[config.mk]
export PLATFORM = sky130hd
export DESIGN_NAME = z80_irq_ctrl
export DESIGN_NICKNAME = d
export VERILOG_FILES = /design/src/rtl/z80_irq_ctrl.sv
export SDC_FILE = /design/constraint.sdc
export NUM_CORES = 1
export LEC_CHECK = 0
export BUFFER_PORTS_ARGS = -buffer_cell sky130_fd_sc_hd__buf_4
export CELL_PAD_IN_SITES_DETAIL_PLACEMENT = 1
export CELL_PAD_IN_SITES_GLOBAL_PLACEMENT = 2
export CORE_MARGIN = 5
export CORE_UTILIZATION = 20
export DETAILED_ROUTE_END_ITERATION = 8
export PLACE_DENSITY_LB_ADDON = 0.12
export SETUP_SLACK_MARGIN = 0.4
export SLEW_MARGIN = 0
export SYNTH_ARGS = -nofsm -noshare
export SYNTH_HDL_FRONTEND = slang
export SYNTH_SLANG_ARGS = --single-unit
[constraint.sdc]
create_clock -name clk -period 1.45 [get_ports clk]
set_input_delay 0.0725 -clock clk [delete_from_list [all_inputs] [get_ports clk]]
set_output_delay 0.0725 -clock clk [all_outputs]
set_load 0.05 [all_outputs]
[src/rtl/z80_irq_ctrl.sv]
// rtl/z80_irq_ctrl.sv - Z80 interrupt-state controller (IFF1/IFF2, IM, EI delay, NMI latch, maskable priority)
//
// Ports:
//   clk, reset_n      core clock, synchronous active-low reset
//   insn_done         last-cycle pulse of each instruction; qualifies cmd_* / im_mode
//   cmd_ei/di/retn/im completing-instruction decode from the sequencer
//   im_mode           n for IM n (3 is ignored)
//   nmi_n             synchronised NMI pin, falling-edge active
//   irq, irq_mask     maskable request levels and per-line blocks (1 = blocked)
//   int_ack           sequencer begins acceptance of the presented request
//   iff1, iff2, im    architectural interrupt state
//   ei_pending        EI acceptance-delay window is open
//   int_req, int_nmi  registered request to the sequencer and its kind
//   int_src           winning maskable line (index 0 highest priority)
//   int_vector        IM2 vector low byte for int_src

module z80_irq_ctrl #(
    parameter int          NUM_IRQ  = 4,
    parameter int          EI_DELAY = 1,
    parameter logic [7:0]  VEC_BASE = 8'h00,
    localparam int         SRC_W    = (NUM_IRQ > 1) ? $clog2(NUM_IRQ) : 1
) (
    input  logic               clk,
    input  logic               reset_n,
    input  logic               insn_done,
    input  logic               cmd_ei,
    input  logic               cmd_di,
    input  logic               cmd_retn,
    input  logic               cmd_im,
    input  logic [1:0]         im_mode,
    input  logic               nmi_n,
    input  logic [NUM_IRQ-1:0] irq,
    input  logic [NUM_IRQ-1:0] irq_mask,
    input  logic               int_ack,
    output logic               iff1,
    output logic               iff2,
    output logic [1:0]         im,
    output logic               ei_pending,
    output logic               int_req,
    output logic               int_nmi,
    output logic [SRC_W-1:0]   int_src,
    output logic [7:0]         int_vector
);

    logic [1:0]         ei_cnt;
    logic               nmi_pend;
    logic               nmi_prev;

    logic [NUM_IRQ-1:0] eligible;
    logic [SRC_W-1:0]   win_idx;
    logic [7:0]         win_vec;
    logic               nmi_edge;
    logic               ack_ok;

    assign eligible   = irq & ~irq_mask;
    assign nmi_edge   = nmi_prev & ~nmi_n;
    // An ack only means something while a request is being presented.
    assign ack_ok     = int_ack & int_req;
    assign ei_pending = (ei_cnt != 2'd0);

    // Lowest set index wins: scan downwards so the last hit is the smallest.
    always_comb begin
        win_idx = '0;
        for (int i = NUM_IRQ - 1; i >= 0; i--) begin
            if (eligible[i]) begin
                win_idx = SRC_W'(i);
            end
        end
    end

    // Vector wraps modulo 256 by plain 8-bit truncation.
    assign win_vec = VEC_BASE + ({{(8 - SRC_W){1'b0}}, win_idx} << 1);

    always_ff @(posedge clk) begin
        if (!reset_n) begin
            iff1       <= 1'b0;
            iff2       <= 1'b0;
            im         <= 2'd0;
            ei_cnt     <= 2'd0;
            nmi_pend   <= 1'b0;
            nmi_prev   <= 1'b1;
            int_req    <= 1'b0;
            int_nmi    <= 1'b0;
            int_src    <= '0;
            int_vector <= VEC_BASE;
        end else begin
            nmi_prev <= nmi_n;

            // A fresh edge coinciding with the NMI ack keeps the latch set.
            if (ack_ok && int_nmi) begin
                nmi_pend <= nmi_edge;
            end else if (nmi_edge) begin
                nmi_pend <= 1'b1;
            end

            // Request drops on the ack edge so the sequencer never sees a stale repeat.
            if (ack_ok) begin
                int_req <= 1'b0;
                int_nmi <= 1'b0;
            end else if (nmi_pend) begin
                int_req <= 1'b1;
                int_nmi <= 1'b1;
            end else if (iff1 && (ei_cnt == 2'd0) && (|eligible)) begin
                int_req    <= 1'b1;
                int_nmi    <= 1'b0;
                int_src    <= win_idx;
                int_vector <= win_vec;
            end else begin
                int_req <= 1'b0;
                int_nmi <= 1'b0;
            end

            // Acceptance owns the IFFs when it collides with a command.
            if (ack_ok) begin
                if (int_nmi) begin
                    iff2 <= iff1;
                    iff1 <= 1'b0;
                end else begin
                    iff1 <= 1'b0;
                    iff2 <= 1'b0;
                end
            end else if (insn_done) begin
                if (cmd_di) begin
                    iff1 <= 1'b0;
                    iff2 <= 1'b0;
                end else if (cmd_ei) begin
                    iff1 <= 1'b1;
                    iff2 <= 1'b1;
                end else if (cmd_retn) begin
                    iff1 <= iff2;
                end
            end

            if (insn_done) begin
                if (cmd_di) begin
                    ei_cnt <= 2'd0;
                end else if (cmd_ei) begin
                    ei_cnt <= 2'(EI_DELAY);
                end else if (ei_cnt != 2'd0) begin
                    ei_cnt <= ei_cnt - 2'd1;
                end
                if (cmd_im && (im_mode != 2'd3)) begin
                    im <= im_mode;
                end
            end
        end
    end

endmodule

### After elaboration in Yosys (flattened, before gate mapping)

Cells that the tools add are included.

* register bits: 12
* latch bits: 0
* memory bits (writable): 0
* bits in read-only memories: 0
* input port bits: 19
* word-level logic and storage cells: 57
* memories kept: 0

* add/sub/neg operators: 1
* multiply operators: 0
* div/mod/pow operators: 0
* magnitude comparators: 0
* equal/unequal tests: 1
* shifts and indexed selects: 0
* mux-type cells: 20
* bitwise gates (word level): 8
* reductions and logical operators: 18

Operator list (count)
* $mux 2: 7
* $mux 1: 13
* $reduce_bool 3->1: 3
* $reduce_and 2->1: 4
* $reduce_bool 2->1: 3
* $and 4x4->4: 1
* $logic_and 1x1->1: 4
* $not 1->1: 4
* $not 4->4: 1
* $reduce_or 4->1: 1
* $reduce_and 3->1: 1
* $and 1x1->1: 2
* $logic_not 2->1: 1
* $ne 2x2->1 const B: 1
* $reduce_or 2->1: 1
* $sub 2x1->2 const B: 1

### Logic depth before layout (Yosys ltp)

* depth after elaboration: 6
* gate-level depth with buffers: 6
* mapped depth without buffers: 6

### Worst setup path before layout

No wires, ideal clock.

* path type: reg2reg
* start point: register iff1
* end point: register int_vector[1]
* setup time: 0.126 ns
* arrival time: 1.419 ns
* data required time: 1.324 ns
* path slack: -0.094 ns
* stages on the path, launching flop included: 5
* path buffers: 0
* cell sequence: dfxtp_1 nand2_1 or3b_4 o211ai_1 o31ai_1

* cells in the longest elaborated chain, start to end: 3

Ends and longest elaborated chain
* start: declaration: line 35 `output logic iff1,`
* start signal: assignment: line 130 `iff1 <= iff2;`
* $logic_and 1x1->1 (2 in a row): line 103 `end else if (iff1 && (ei_cnt == 2'd0) && (|eligible)) begin`
* $reduce_and 3->1 (no source line)
* end signal: assignment: line 107 `int_vector <= win_vec;`
* end: declaration: line 42 `output logic [7:0] int_vector`

No other way between the ends.
A chain may end at the register's enable or synchronous reset.

### Final worst setup path

* start point: register ei_cnt[1]
* end point: output port ei_pending

* cells in the longest elaborated chain, start to end: 1

Ends and longest elaborated chain
* start: declaration: line 45 `logic [1:0] ei_cnt;`
* start signal: assignment: line 138 `ei_cnt <= 2'(EI_DELAY);`
* start signal: assignment: line 140 `ei_cnt <= ei_cnt - 2'd1;`
* $reduce_bool 2->1: line 59 `assign ei_pending = (ei_cnt != 2'd0);`
* end: declaration: line 38 `output logic ei_pending,`

No other way between the ends.

==> summary.md <==
| Metric | Value |
|---|---|
| Setup Crit Path Kind | `flip-flop to output pin` |
| Worst EP required | `1.38 ns` |
| Crit path top cell by count | `buf_4` |
| Detail Placement HPWL | `1460 um` |
| Worst Path Max Fanout | `3` |
| Synth Cell Area | `642 um^2` |
| Clock latency on the worst-skew pair | `0.27 ns` |
| F_max | `728 MHz` |
| I/O pin total | `36` |
| Start of the worst register-to-register path | `ei_cnt[1]` |
| Comb power frac | `0.323` |
| #FFs+latches synth | `12` |
| Non-filler cells, final | `156` |
| Power Density | `854 nW/um^2` |
| Cell Area, Placed | `900 um^2` |
| Most common cell after layout, fill and taps aside | `buf_4` |
| DIE HEIGHT | `66.7 um` |
| DRC viols | `0` |
| Starting density of the core | `0.209` |
| Post-route ant nets | `0` |
| Seq/Total Area, Yosys | `0.374` |
| Clock Skews | `0.00555 ns` |
| Vias in the first global route | `644` |
| GRT overflow | `0` |
| Crit. Startpoint | `ei_cnt[1]` |
| Main synth FF type | `dfxtp_1` |
| Min-delay worst type | `primary input to flip-flop` |
| Crit path cell chain | `inv_2 -> ha_4 -> buf_4 -> buf_4 -> clkinvlp_4 -> buf_8` |
| First-pass GRT wire length | `2970 um` |
| Largest net degree at the start of global routing | `8` |
| Post-synth ARST share | `0` |
| Maximum vdd ir drop | `0.253 mV` |
| GRT Resource Usage Total | `0.0890` |
| Delay of the slowest critical-path stage | `0.33 ns` |
| Root Driver | `clkbuf_4` |
| Worst path arrival time | `1.30 ns` |
| Clock power share | `0.253` |
| Max Buffers Root-to-Sink | `2` |
| Switching share of power | `0.341` |
| Status | `finished clean` |
| Gpl congestion | `0.735` |
| Netlist cell types | `33` |
| CTS tree | `yes` |
| Highest-delay cell along the critical path | `dfxtp_2` |
| Clock transition at path regs | `0.07 ns` |
| Max-cap viol count | `0` |
| Nets | `133` |
| Die W | `66.7 um` |
| Avg WL per Cell | `11.7 um` |
| Register area | `250 um^2` |
| Hold_sp | `insn_done` |
| CTS buffer count | `3` |
| Antenna cells | `0` |
| Final hold slack | `0.0470 ns` |
| Endpoints failing setup | `0` |
| Post-synth top area share | `0.374` |
| Area of the multi-input gates | `384 um^2` |
| Initial antenna violation count | `0` |
| Final period util | `0.947` |
| Syn_area_per_cell | `8.34 um^2` |
| Min cycle time layout | `1.37 ns` |
| Most frequent cells in the layout | `buf_4, nor2_1, conb_1, dfxtp_1, dfxtp_2` |
| Area grow syn2layout | `56.9%` |
| Critical path startpoint category | `flip-flop` |
| CTS H-tree lvls | `1` |
| Final Max Slew Viols | `0` |
| Utilization after layout | `0.327` |
| WL final | `1820 um` |
| Final Hold Vio Count | `0` |
| Rows | `20` |
| Vias/cell | `4.21` |
| P_int | `0.000567 W` |
| Vias | `656` |
| Fillers | `373` |
| Setup TNS | `0 ns` |
| 1st-iter DRT viols | `24` |
| Clock sinks | `12` |
| Number of synthesized flops with an enable pin | `0` |
| IO Port Bufs | `29` |
| Placed cells | `147` |
| Sequential Power Share | `0.424` |
| Layout cells sized above 1 | `0.536` |
| Die ar. | `4440 um^2` |
| Largest cells by area after synthesis | `dfxtp_1, buf_4, nor2_1` |
| 1st-pass router iterations | `3` |
| Largest area contributor in the netlist | `dfxtp_1` |
| Leak | `0.444 nW` |
| Gate Count Post-Synth | `77` |
| Core ar. | `3080 um^2` |
| Sw Pwr | `0.000293 W` |
| Final instance area | `1010 um^2` |
| Critical Path End Type | `output pin` |
| RSZ-0062 raised after global routing | `yes` |
| Number of synthesis warnings | `0` |
## final timing paths
check             endpoint  slack (ns)  depth (start not counted)
min              ei_cnt[0]        0.05                          2
max             ei_pending        0.08                          6
max reg2reg  int_vector[1]        0.08                          6
min reg2reg          im[0]        0.50                          2
## synthesized netlist by cell type (2+ instances only)
library cell and n:
o31ai_1 2, a221oi_1 2, nand2_1 2, a21oi_1 4
inv_2 2, nor2_1 12, buf_4 8, o21ai_0 3
nor3_1 2, inv_1 4, nor2b_1 3, dfxtp_1 12
## power by group through the flow
stage	logic (W)	registers, W	clock network [W]
5_1_grt	0.000299	0.000368	0.000245
4_1_cts	0.000261	0.000364	0.000229
3_5_place_dp	0.000249	0.000372	0
3_3_place_gp	0.000250	0.000372	0
6_report	0.000278	0.000365	0.000218
2_1_floorplan	0.000134	0.000412	0
## routing by layer
layer / GRT usage / wire length [um] / share of wire
met1: 0.107 / 812 / 0.45
met2: 0.135 / 805 / 0.44
met3: 0.0236 / 160 / 0.088
met4: 0.0635 / 44 / 0.024
met5: 0 / 0 / 0
## flip-flops by register name, indices dropped and copies added (netlist names)
name        flops
ei_cnt          2
im              2
int_vector      2
iff1            1
iff2            1
int_nmi         1
int_req         1
nmi_pend        1
nmi_prev        1
## per-stage QoR
step	total power [W]	setup slack [ns]
after floorplan	0.000546	0.135
after global placement	0.000622	0.102
after detailed placement	0.000621	0.0835
after CTS	0.000853	0.105
after global routing	0.000912	0.0210
final	0.000860	0.0766
## cells by family after synthesis
family	count (synthesis)	synth area share
AO/OA/AOI/OAI	15	0.168
flip-flops	12	0.374
AND/OR/NAND/NOR	34	0.304
buffers and inverters	14	0.129
other	1	0.00584
adder cells (fa/ha/maj)	1	0.0195
## repair_timing
| item | CTS | global route |
|---|---|---|
| hold buffers | 1 | 0 |
| pin swaps | 2 | 8 |
| hold endpoints to repair | 1 | 0 |
| setup endpoints to repair | 5 | 6 |
| gates resized for setup | 3 | 8 |
| setup buffers | 2 | 2 |
## cell type report
cell class,instances,share of cell area
Sequential cell,12,0.248
Clock buffer,4,0.0261
Inverter,6,0.0261
Tap cell,44,0.0547
Multi-Input combinational cell,56,0.381
Timing Repair Buffer,34,0.263
## worst max-delay path, delay by kind of cell, from the launching register on
family / cells / cell delay [ns]
flops: 1 / 0.33
fa+ha+maj: 1 / 0.16
buf+inv: 5 / 0.53
(Power assumes the default switching activity.)
